<file path="config.mk">
export PLATFORM = sky130hd
export DESIGN_NAME = imem_loader
export DESIGN_NICKNAME = d
export VERILOG_FILES = /design/src/rtl/imem_loader.sv
export SDC_FILE = /design/constraint.sdc
export NUM_CORES = 1
export LEC_CHECK = 0
export ABC_AREA = 1
export ABC_CLOCK_PERIOD_IN_PS = 3100
export BUFFER_PORTS_ARGS = -buffer_cell sky130_fd_sc_hd__buf_4
export CORE_MARGIN = 2
export CORE_UTILIZATION = 56
export CTS_CLUSTER_SIZE = 40
export DETAILED_ROUTE_END_ITERATION = 12
export PLACE_DENSITY = 0.81
export SYNTH_ARGS = -nofsm -noshare
export SYNTH_HDL_FRONTEND = slang
export SYNTH_SLANG_ARGS = --single-unit
</file>
<file path="constraint.sdc">
create_clock -name clk -period 3.1 [get_ports clk]
set_input_delay 0.155 -clock clk [delete_from_list [all_inputs] [get_ports clk]]
set_output_delay 0.155 -clock clk [all_outputs]
set_load 0.01 [all_outputs]
</file>
<file path="src/rtl/imem_loader.sv">
// imem_loader: receives a big-endian byte stream over valid/ready, assembles
// 32-bit instruction words and writes them to the instruction memory. Word
// addresses run up from BASE_ADDR. The CPU is held while a load is running.
module imem_loader #(
  parameter logic [31:0] BASE_ADDR = 32'h00000004,
  parameter int          MAX_WORDS = 64
) (
  input  logic        clk,
  input  logic        rst_n,
  input  logic        start,
  input  logic        abort,
  input  logic        in_valid,
  input  logic [7:0]  in_data,
  output logic        in_ready,
  output logic        we,
  output logic [31:0] wa,
  output logic [31:0] wd,
  output logic        busy,
  output logic        cpu_hold,
  output logic        done,
  output logic        err,
  output logic [31:0] checksum
);

  localparam int IDXW = $clog2(MAX_WORDS + 1);

  typedef enum logic [2:0] {
    S_IDLE  = 3'd0,
    S_HDR   = 3'd1,
    S_DATA  = 3'd2,
    S_WRITE = 3'd3,
    S_DONE  = 3'd4,
    S_ERR   = 3'd5
  } state_t;

  state_t          state_r;
  state_t          state_nx_s;
  logic [1:0]      bcnt_r;
  logic [IDXW-1:0] idx_r;
  logic [31:0]     count_r;
  logic [31:0]     shift_r;
  logic [31:0]     wa_r;
  logic [31:0]     wd_r;
  logic [31:0]     checksum_r;

  logic            in_ready_s;
  logic            accept_s;
  logic            last_byte_s;
  logic            start_take_s;
  logic [31:0]     assembled_s;
  logic [IDXW-1:0] idx_inc_s;
  logic            last_word_s;
  logic            hdr_bad_s;

  // Handshake and word-assembly helpers, all decoded from registered state.
  always_comb begin
    in_ready_s   = (state_r == S_HDR) || (state_r == S_DATA);
    accept_s     = in_valid && in_ready_s;
    last_byte_s  = (bcnt_r == 2'd3);
    start_take_s = start && !abort &&
                   ((state_r == S_IDLE) || (state_r == S_DONE) || (state_r == S_ERR));
    assembled_s  = {shift_r[23:0], in_data};
    idx_inc_s    = idx_r + {{(IDXW-1){1'b0}}, 1'b1};
    last_word_s  = (32'(idx_inc_s) == count_r);
    hdr_bad_s    = (assembled_s == 32'd0) || (assembled_s > 32'(MAX_WORDS));
  end

  // Next-state decode; abort always wins over start and stream progress.
  always_comb begin
    state_nx_s = state_r;
    case (state_r)
      S_IDLE: begin
        if (start_take_s) state_nx_s = S_HDR;
        else              state_nx_s = S_IDLE;
      end
      S_HDR: begin
        if (abort)                          state_nx_s = S_IDLE;
        else if (accept_s && last_byte_s)   state_nx_s = hdr_bad_s ? S_ERR : S_DATA;
        else                                state_nx_s = S_HDR;
      end
      S_DATA: begin
        if (abort)                          state_nx_s = S_IDLE;
        else if (accept_s && last_byte_s)   state_nx_s = S_WRITE;
        else                                state_nx_s = S_DATA;
      end
      S_WRITE: begin
        if (abort)            state_nx_s = S_IDLE;
        else if (last_word_s) state_nx_s = S_DONE;
        else                  state_nx_s = S_DATA;
      end
      S_DONE, S_ERR: begin
        if (abort)             state_nx_s = S_IDLE;
        else if (start_take_s) state_nx_s = S_HDR;
        else                   state_nx_s = state_r;
      end
      default: state_nx_s = S_IDLE;
    endcase
  end

  // State register.
  always_ff @(posedge clk or negedge rst_n) begin
    if (!rst_n) state_r <= S_IDLE;
    else        state_r <= state_nx_s;
  end

  // Datapath: byte shifting, header capture, write staging and checksum.
  always_ff @(posedge clk or negedge rst_n) begin
    if (!rst_n) begin
      bcnt_r     <= 2'd0;
      idx_r      <= '0;
      count_r    <= 32'd0;
      shift_r    <= 32'd0;
      wa_r       <= 32'd0;
      wd_r       <= 32'd0;
      checksum_r <= 32'd0;
    end else if (start_take_s) begin
      bcnt_r     <= 2'd0;
      idx_r      <= '0;
      shift_r    <= 32'd0;
      checksum_r <= 32'd0;
    end else if (abort) begin
      // Any partially assembled word is dropped.
      bcnt_r <= 2'd0;
    end else if (accept_s) begin
      shift_r <= assembled_s;
      bcnt_r  <= bcnt_r + 2'd1;
      if (last_byte_s && (state_r == S_HDR)) begin
        count_r <= assembled_s;
      end
      if (last_byte_s && (state_r == S_DATA)) begin
        wd_r <= assembled_s;
        wa_r <= BASE_ADDR + (32'(idx_r) << 2);
      end
    end else if (state_r == S_WRITE) begin
      checksum_r <= checksum_r ^ wd_r;
      idx_r      <= idx_inc_s;
    end
  end

  // Output decode; the write strobe is killed by an abort in the WRITE cycle.
  always_comb begin
    in_ready = in_ready_s;
    we       = (state_r == S_WRITE) && !abort;
    wa       = wa_r;
    wd       = wd_r;
    busy     = (state_r == S_HDR) || (state_r == S_DATA) || (state_r == S_WRITE);
    cpu_hold = busy;
    done     = (state_r == S_DONE);
    err      = (state_r == S_ERR);
    checksum = checksum_r;
  end

endmodule

</file>
* Word level (Yosys, flattened, before mapping)
Cells that the tools add are included.
** Word-level totals
- Bits in registers :: 164
- Output and inout port bits :: 102
- Logic and storage cells :: 73
- Input port bits :: 13
** Operators by class
- $add $sub $neg :: 3
- Magnitude comparators :: 1
- Equal/unequal tests :: 10
- Mux-type cells :: 25
- Bitwise logic cells :: 3
- Reduce and logical (&&, ||, !) cells :: 23
** Operators by type and width (count)
- 2-to-1 mux 32 bit :: 4
- 2-to-1 mux 24 bit :: 3
- == test 7 x 32 -> 1 bit :: 1
- > comparator 32 x 7 -> 1 bit (second input constant) :: 1
- logical NOT 32 bit :: 1
- XOR 32 bit :: 1
- 2-to-1 mux 7 bit :: 4
- 2-to-1 mux 3 bit :: 7
- case mux 3 bit (5 select lines) :: 1
- adder 3 x 9 -> 10 bit (first input constant) :: 1
- 2-to-1 mux 2 bit :: 4
- AND reduction 4 bit :: 2
- adder 7 x 1 -> 7 bit (second input constant) :: 1
- logical AND 1 bit :: 7
- == test 3 x 2 -> 1 bit (second input constant) :: 2
- == test 3 bit (second input constant) :: 2
- logical OR 1 bit :: 5
- inequality test 2 x 1 -> 1 bit (second input constant) :: 2
- nonzero test 2 bit :: 2
- == test 3 x 1 -> 1 bit (second input constant) :: 1
- logical NOT 3 bit :: 1
- inequality test 3 bit (second input constant) :: 1
- AND reduction 3 bit :: 1
- nonzero test 3 bit :: 1
- other kinds (7) :: 9

* Logic depth before layout (Yosys ltp)
Gate-level depths: netlist of run 1.
- Depth after elaboration :: 7
- Mapped depth :: 14
- Depth with buffers taken out :: 14

* Least setup slack after synthesis of run 1
Ideal clock, no wire load.
- Path kind :: reg-to-reg
- Start point :: register idx_r[0]
- End point :: register state_r[1]
- Period minus slack after synthesis :: 1.584 ns
- Arrival :: 1.467 ns
- Setup slack :: 1.516 ns
- Data required time :: 2.983 ns
- Library setup time :: 0.117 ns
- Cell stages (with the launch flop) :: 12
- Buffers on the path :: 0
- Cells stage by stage :: dfrtp_1 > ha_1 > inv_1 > nor2_1 > nor3_1 > nand2_1 > nor2_1 > nand3b_1 > nor2_1 > nand3_1 > nand2_1 > nand2_1
** On the way
- Cells in the longest elaborated chain, start to end :: 5
** RTL lines
- start, declared :: RTL line 39 : logic [IDXW-1:0] idx_r;
- start signal, assigned :: RTL line 136 : idx_r <= idx_inc_s;
- adder 7 x 1 -> 7 bit :: RTL line 63 : idx_inc_s = idx_r + {{(IDXW-1){1'b0}}, 1'b1};
- named net idx_inc_s[1] :: RTL line 51 : logic [IDXW-1:0] idx_inc_s;
- == test 7 x 32 -> 1 bit :: RTL line 64 : last_word_s = (32'(idx_inc_s) == count_r);
- 2-to-1 mux 3 bit :: RTL line 88 : else if (last_word_s) state_nx_s = S_DONE;
- 2-to-1 mux 3 bit :: RTL line 87 : if (abort) state_nx_s = S_IDLE;
- case mux 3 bit (5 select lines) :: RTL line 71 : case (state_r)
- end signal, assigned :: RTL line 103 : else state_r <= state_nx_s;
- end, declared :: RTL line 36 : state_t state_r;
The timed path passes the listed nets, and every way through them passes these cells.
A chain may end at the register's enable or synchronous reset.

* Worst setup path after layout of run 1
- Start point :: register state_r[1]
- End point :: register shift_r[7]
** On the way
- Cells in the longest elaborated chain, start to end :: 6
- Elaborated cells between the ends (all ways) :: 14
- Classes of those cells :: 5 x eq/ne; 1 x mux; 8 x reduce/logical
** RTL lines
- == test 3 bit or logical NOT 3 bit (tied branches) :: RTL line 61 : ((state_r == S_IDLE) || (state_r == S_DONE) || (state_r == S_ERR));
- logical OR 1 bit (2 in series) :: RTL line 61
- logical AND 1 bit :: RTL line 60 : start_take_s = start && !abort &&
- inequality test 2 x 1 -> 1 bit (no line) or nonzero test 2 bit (tied branches)
- AND reduction 2 bit (no line)
- end signal, assigned :: RTL line 125 : shift_r <= assembled_s;
- end, declared :: RTL line 41 : logic [31:0] shift_r;
Several ways; a longest one is shown, not always the timed one.

==> results_dict.tcl, run 1 <==
set metrics [dict create \
    status "completed" \
    clkTransAtPathRegs_ns 0.06 \
    synth_top_flop_cell "dfrtp_1" \
    drcViolationCount 0 \
    slew_headroom_pct 23.68 \
    fin_crit_ns 2.090 \
    finalSetupViolCount 0 \
    power_mw 4.334 \
    post-route-util_pct 67.84 \
    nNetsFinal 758 \
    pwr-share-clk_pct 48.2 \
    synth.cell_area_um2 6420 \
    drv_cap 0 \
    port_buffers 90 \
    grt_max_degree 129 \
    drive_above_1_share_pct 29.10 \
    timing.hold.worst.class "input port to flip-flop" \
    post_cts_buffers 0 \
    yosysTopAreaCellShare_pct 54.57 \
    synthMuxAreaShare_pct 0 \
    dr.pass1.iters 4 \
    syn_to_final_growth_pct 19.63 \
    vias 4607 \
    synth_top_family_by_area "simple AND/OR/NAND/NOR gates" \
    synth_area_leaders "dfrtp_1 (55%), o21ai_2 (9.4%), nand2_1 (8.7%)" \
    cts_tree "yes" \
    synthSimpleGateAreaFrac_pct 16.96 \
    cts_resized 0 \
    ir_worst_vdd_mv 0.3590 \
    wl_per_cell_um 15.05 \
    total_leakage_power_nw 3.906 \
    powerDensity_nw_per_um2 564.4 \
    synth_edf_count 0 \
    worst_pin_slew_ns 1.145 \
    dp_slack_ns 1.048 \
    switchingPower_mw 1.029 \
    synth_fa_ha_area_share_pct 0.3898 \
    fillCellCount 828 \
    fmax_mhz 478.5 \
    initialDrtViolationCount 401 \
    clock_skew_ns 0.01193 \
    ctsHtreeMaxLevel 4 \
    hold_violations 0 \
    cts_buffer_depth 2 \
    fp.coreArea_um2 11320 \
    postRouteAntennaNets 0 \
    path_class "flip-flop to flip-flop" \
    ioPinCount 115 \
    synthCells 652 \
    rows 39 \
    seqPwrFrac_pct 43.8 \
    setup_tns_ns 0 \
    ys_ff_latch 140 \
    comb_power_share_pct 8.0 \
    setup_ws_ns 1.010 \
    critical_path_arrival_ns 2.33 \
    synth_top_area_cell "dfrtp_1" \
    p_sw_share_pct 23.73 \
    initial_core_util_pct 56.71 \
    gp_congestion 0.8197 \
    clk_latency_ns 0.41 \
    antenna_found_initial 0 \
    die_h_um 111.1 \
    ctsHoldBuffers 1 \
    syn-mean-instance-area_um2 9.846 \
    drt_wl_total_um 13530 \
    rsz0062_at_grt "false" \
    dp_hpwl_um 9322 \
    synthXorXnorAreaFrac_pct 5.399 \
    yosysWarnings 0 \
    ys_types 31 \
    endpoint_kind "flip-flop" \
    clock_sinks 140 \
    grt_pass1_vias 4585 \
    internal_power_mw 3.306 \
    critPathLaunchType "flip-flop" \
    yosys.cell_count.top_type "nand2_1" \
    synth_common_cells "nand2_1 (148), dfrtp_1 (140), nor2_1 (70)" \
    dieArea_um2 12340 \
    required_ns 3.34 \
    ys_seq_area_share_pct 54.57 \
    async_flop_share_pct 100.0 \
    die_w_um 111.1 \
    diodes 0 \
    min_period_over_period_pct 67.41 \
    via_per_inst 5.125 \
    cp_max_fo 25 \
    synth_compound_area_share_pct 13.23 \
    grt_use_total_pct 23.25 \
    slew_violations 0 \
    grt-ovfl-total 0 \
    grt_pass1_wl_um 22890 \
    numCtsBuffers 17 \
    whs_ns 0.05535 \
    clockRootBuffer "clkbuf_16" \
    ff2ff_setup_slack_ns 1.01 \
]
## per-stage QoR
| step | area [µm²] | instances |
|---|---|---|
| final | 7680 | 899 |
| after global routing | 7680 | 899 |
| after CTS | 7680 | 899 |
| after detailed placement | 7048 | 866 |
| after global placement | 7048 | 866 |
| after floorplan | 6506 | 675 |
## cell type report
type	instances	area [µm²]	area share (%)
multi-input combinational	432	2402	31.28
timing repair buffer	99	774.5	10.08
clock buffer	22	484.2	6.305
tap	143	178.9	2.330
clock inverter	10	137.6	1.792
inverter	53	198.9	2.590
sequential	140	3503	45.62
## path summary, 6_finish.rpt
check / to / start / depth (start not counted)
setup / recovery: shift_r[7] / state_r[1] / 7
hold reg to reg: count_r[15] / count_r[15] / 2
min in group asynchronous: idx_r[2] / rst_n / 2
max in group asynchronous: checksum[11] / rst_n / 3
setup reg to reg: shift_r[7] / state_r[1] / 7
hold / removal: bcnt_r[1] / in_valid / 3
## sequential cells by signal (all words and copies together) (netlist names)
register,flops
bcnt_r,2
state_r,3
wa,8
checksum,32
shift_r,24
wd,32
idx_r,7
count_r,32
## logic make-up after synthesis
| group | after synthesis |
|---|---|
| AOI/OAI and AO/OA | 110 |
| xor gates and xnor gates | 38 |
| adders and majority gates | 2 |
| buffers and inverters | 103 |
| DFF | 140 |
| other | 1 |
| and+or+nand+nor | 258 |
## critical path: stages, from the launching register on
cell and delay, ns:
dfrtp_1 0.46, nor2_2 0.17, nand2_2 0.11, nand2_4 0.11, nand3_1 0.07, buf_4 0.22
nand2_1 0.61, o22ai_1 0.17
## routing by layer
layer / wire (µm) / track usage (%) / share of wire, % / vias to the layer above
met5: 0 / 0 / 0 / -
met3: 614 / 5.522 / 4.5 / 20
met1: 5990 / 30.58 / 44 / 2228
met2: 6663 / 37.79 / 49 / 129
met4: 259 / 9.053 / 1.9 / 0
li1: - / - / - / 2230
## power by group through the flow
stage | Clock [mW] | Combinational, mW | Sequential, mW
2_1_floorplan | 0 | 0.238 | 1.92
3_3_place_gp | 0 | 0.334 | 1.93
3_5_place_dp | 0 | 0.343 | 1.93
4_1_cts | 2.11 | 0.346 | 1.90
5_1_grt | 2.20 | 0.384 | 1.90
6_report | 2.09 | 0.345 | 1.90
## cells in the final DEF (no fill, tap or decap), types with 2 or more instances in the layout
cell / count
o21ai_1: 2
nand2_1: 148
xor2_1: 37
nand2_4: 4
clkinv_2: 3
clkbuf_16: 17
ha_1: 2
nor2_2: 4
clkinv_4: 2
bufinv_16: 3
buf_12: 2
a21oi_1: 4
inv_2: 7
buf_4: 95
nand3_1: 12
o22ai_1: 28
nor2_1: 69
dfrtp_1: 140
clkbuf_8: 4
o21ai_0: 5
nand2_2: 3
nand4_1: 7
clkinvlp_4: 2
inv_1: 46
nand3b_1: 2
nor3_1: 5
o21ai_2: 69
conb_1: 24
No activity file was read; power rests on OpenSTA's default activity.
==> inputs of run 2 (changes only) <==
--- a/config.mk
+++ b/config.mk
@@ -6,7 +6,7 @@
 export NUM_CORES = 1
 export LEC_CHECK = 0
 export ABC_AREA = 1
-export ABC_CLOCK_PERIOD_IN_PS = 3100
+export ABC_CLOCK_PERIOD_IN_PS = 2100
 export BUFFER_PORTS_ARGS = -buffer_cell sky130_fd_sc_hd__buf_4
 export CORE_MARGIN = 2
 export CORE_UTILIZATION = 56
==> constraint.sdc (replaced) <==
create_clock -name clk -period 2.1 [get_ports clk]
set_input_delay 0.105 -clock clk [delete_from_list [all_inputs] [get_ports clk]]
set_output_delay 0.105 -clock clk [all_outputs]
set_load 0.01 [all_outputs]
==> results_dict.tcl, run 2 (synthesis results as in run 1) <==
set metrics [dict create \
    wl_per_cell_um 15.94 \
    required_ns 2.41 \
    multi_input_area_um2 2402 \
    grt_use_total_pct 24.53 \
    seqPwrFrac_pct 43.9 \
    path_class "flip-flop to flip-flop" \
    powerDensity_nw_per_um2 826.7 \
    seqCellArea_um2 3503 \
    cts_resized 0 \
    grt_max_degree 81 \
    port_buffers 90 \
    pwr-share-clk_pct 47.7 \
    clock_sinks 140 \
    cts_buffer_depth 2 \
    slew_headroom_pct 55.89 \
    clk_latency_ns 0.42 \
    clkTransAtPathRegs_ns 0.06 \
    internal_power_mw 4.834 \
    gp_congestion 0.8602 \
    initialDrtViolationCount 416 \
    endpoint_kind "flip-flop" \
    dr.pass1.iters 5 \
    postRouteAntennaNets 0 \
    rows 39 \
    dp_slack_ns 0.2414 \
    vias 4795 \
    via_per_inst 5.316 \
    ir_worst_vdd_mv 0.6741 \
    dp_hpwl_um 9553 \
    whs_ns 0.01619 \
    cp_slowest_cell "dfrtp_1" \
    cp_cell_sequence "ha_1 > inv_1 > nor2_1 > nor3_1 > nand2_1 > nor2_1 > nand3b_1 > nor2_1 > nand3_1 > nand2_1 > nand2_1" \
    clock_skew_ns 0.008454 \
    grt_pass1_vias 4823 \
    diodes 0 \
    final_common_cell "nand2_1" \
    cts_tree "yes" \
    numCtsBuffers 17 \
    fin_crit_ns 1.926 \
    drcViolationCount 0 \
    switchingPower_mw 1.554 \
    slew_violations 0 \
    antenna_found_initial 0 \
    nNetsFinal 761 \
    drt_wl_total_um 14380 \
    p_sw_share_pct 24.33 \
    ctsHtreeMaxLevel 4 \
    initial_core_util_pct 56.71 \
    comb_power_share_pct 8.4 \
    drv_cap 0 \
    slowest_delay_ns 0.47 \
    fmax_mhz 519.1 \
    syn_to_final_growth_pct 20.37 \
    setup_tns_ns 0 \
    setup_ws_ns 0.1737 \
    die_w_um 111.1 \
    clockRootBuffer "clkbuf_16" \
    critical_path_arrival_ns 2.23 \
    total_leakage_power_nw 3.917 \
    status "completed" \
    rsz0062_at_grt "false" \
    fp.coreArea_um2 11320 \
    fillCellCount 833 \
    finalSetupViolCount 0 \
    min_period_over_period_pct 91.73 \
    cp_max_fo 6 \
    drive_above_1_share_pct 29.25 \
    timing.hold.worst.class "input port to flip-flop" \
    dieArea_um2 12340 \
    grt-ovfl-total 0 \
    post_cts_buffers 0 \
    ioPinCount 115 \
    layout_common_cells "nand2_1 (148), dfrtp_1 (140), buf_4 (94)" \
    die_h_um 111.1 \
    grt_pass1_wl_um 24050 \
    critPathLaunchType "flip-flop" \
    hold_violations 0 \
    worst_pin_slew_ns 0.6616 \
]
run 2: cell types whose count changed in the layout (fill, tap and decap cells not counted), moves of 2 or more:
cell           change
clkbuf_8           +2
buf_12             +2
dlygate4sd3_1      +2
clkinvlp_4         +2
run 2: cell type report:
type,instances,area share [%]
Tap cell,143,2.315
Inverter,53,2.574
Clock inverter,9,1.409
Timing Repair Buffer,102,10.70
Sequential cell,140,45.34
Clock buffer,23,6.574
Multi-Input combinational cell,432,31.09
run 2: power groups by stage:
stage               logic (mW)  clock network, mW  registers, mW
floorplan                0.352                  0           2.84
global placement         0.501                  0           2.85
detailed placement       0.520                  0           2.85
CTS                      0.533               3.07           2.80
global route             0.591               3.20           2.81
finish                   0.534               3.05           2.80
run 2: what timing repair did:
action,4_1_cts,5_1_grt
hold buffers,3,0
setup endpoints to repair,0,0
hold endpoints to repair,69,0
run 2: per-stage QoR:
stage          utilization (%)  area, µm²  std cells  power, mW
2_1_floorplan                -       6506        675      3.190
3_3_place_gp             62.54       7081        867      3.346
3_5_place_dp             62.54       7081        867      3.369
4_1_cts                  68.26       7727        902      6.407
5_1_grt                  68.26       7727        902      6.597
6_report                 68.26       7727        902      6.388
run 2: final timing paths:
| kind | startpoint | endpoint | slack [ns] | depth (start not counted) |
|---|---|---|---|---|
| min | in_data[1] | wd[1] | 0.02 | 3 |
| max | idx_r[0] | state_r[1] | 0.17 | 11 |
| min in group asynchronous | rst_n | wa[7] | 0.27 | 2 |
| min reg2reg | count_r[24] | count_r[24] | 0.48 | 2 |
| max in group asynchronous | rst_n | checksum[15] | 1.17 | 3 |
| max reg2reg | idx_r[0] | state_r[1] | 0.17 | 11 |
run 2: critical path: cells and delay by family, from the launching register on:
kind          cells  cell delay [ns]
fa+ha+maj         1             0.33
buf+inv           1             0.14
flops             1             0.47
simple gates      9             0.86
run 2: per-layer routing:
layer	global-route usage (%)	vias to the layer above	wire length, µm
met3	4.921	25	852
met2	39.92	186	7189
met4	10.12	0	325
met1	32.60	2352	6007
li1	-	2232	-
met5	0	-	0
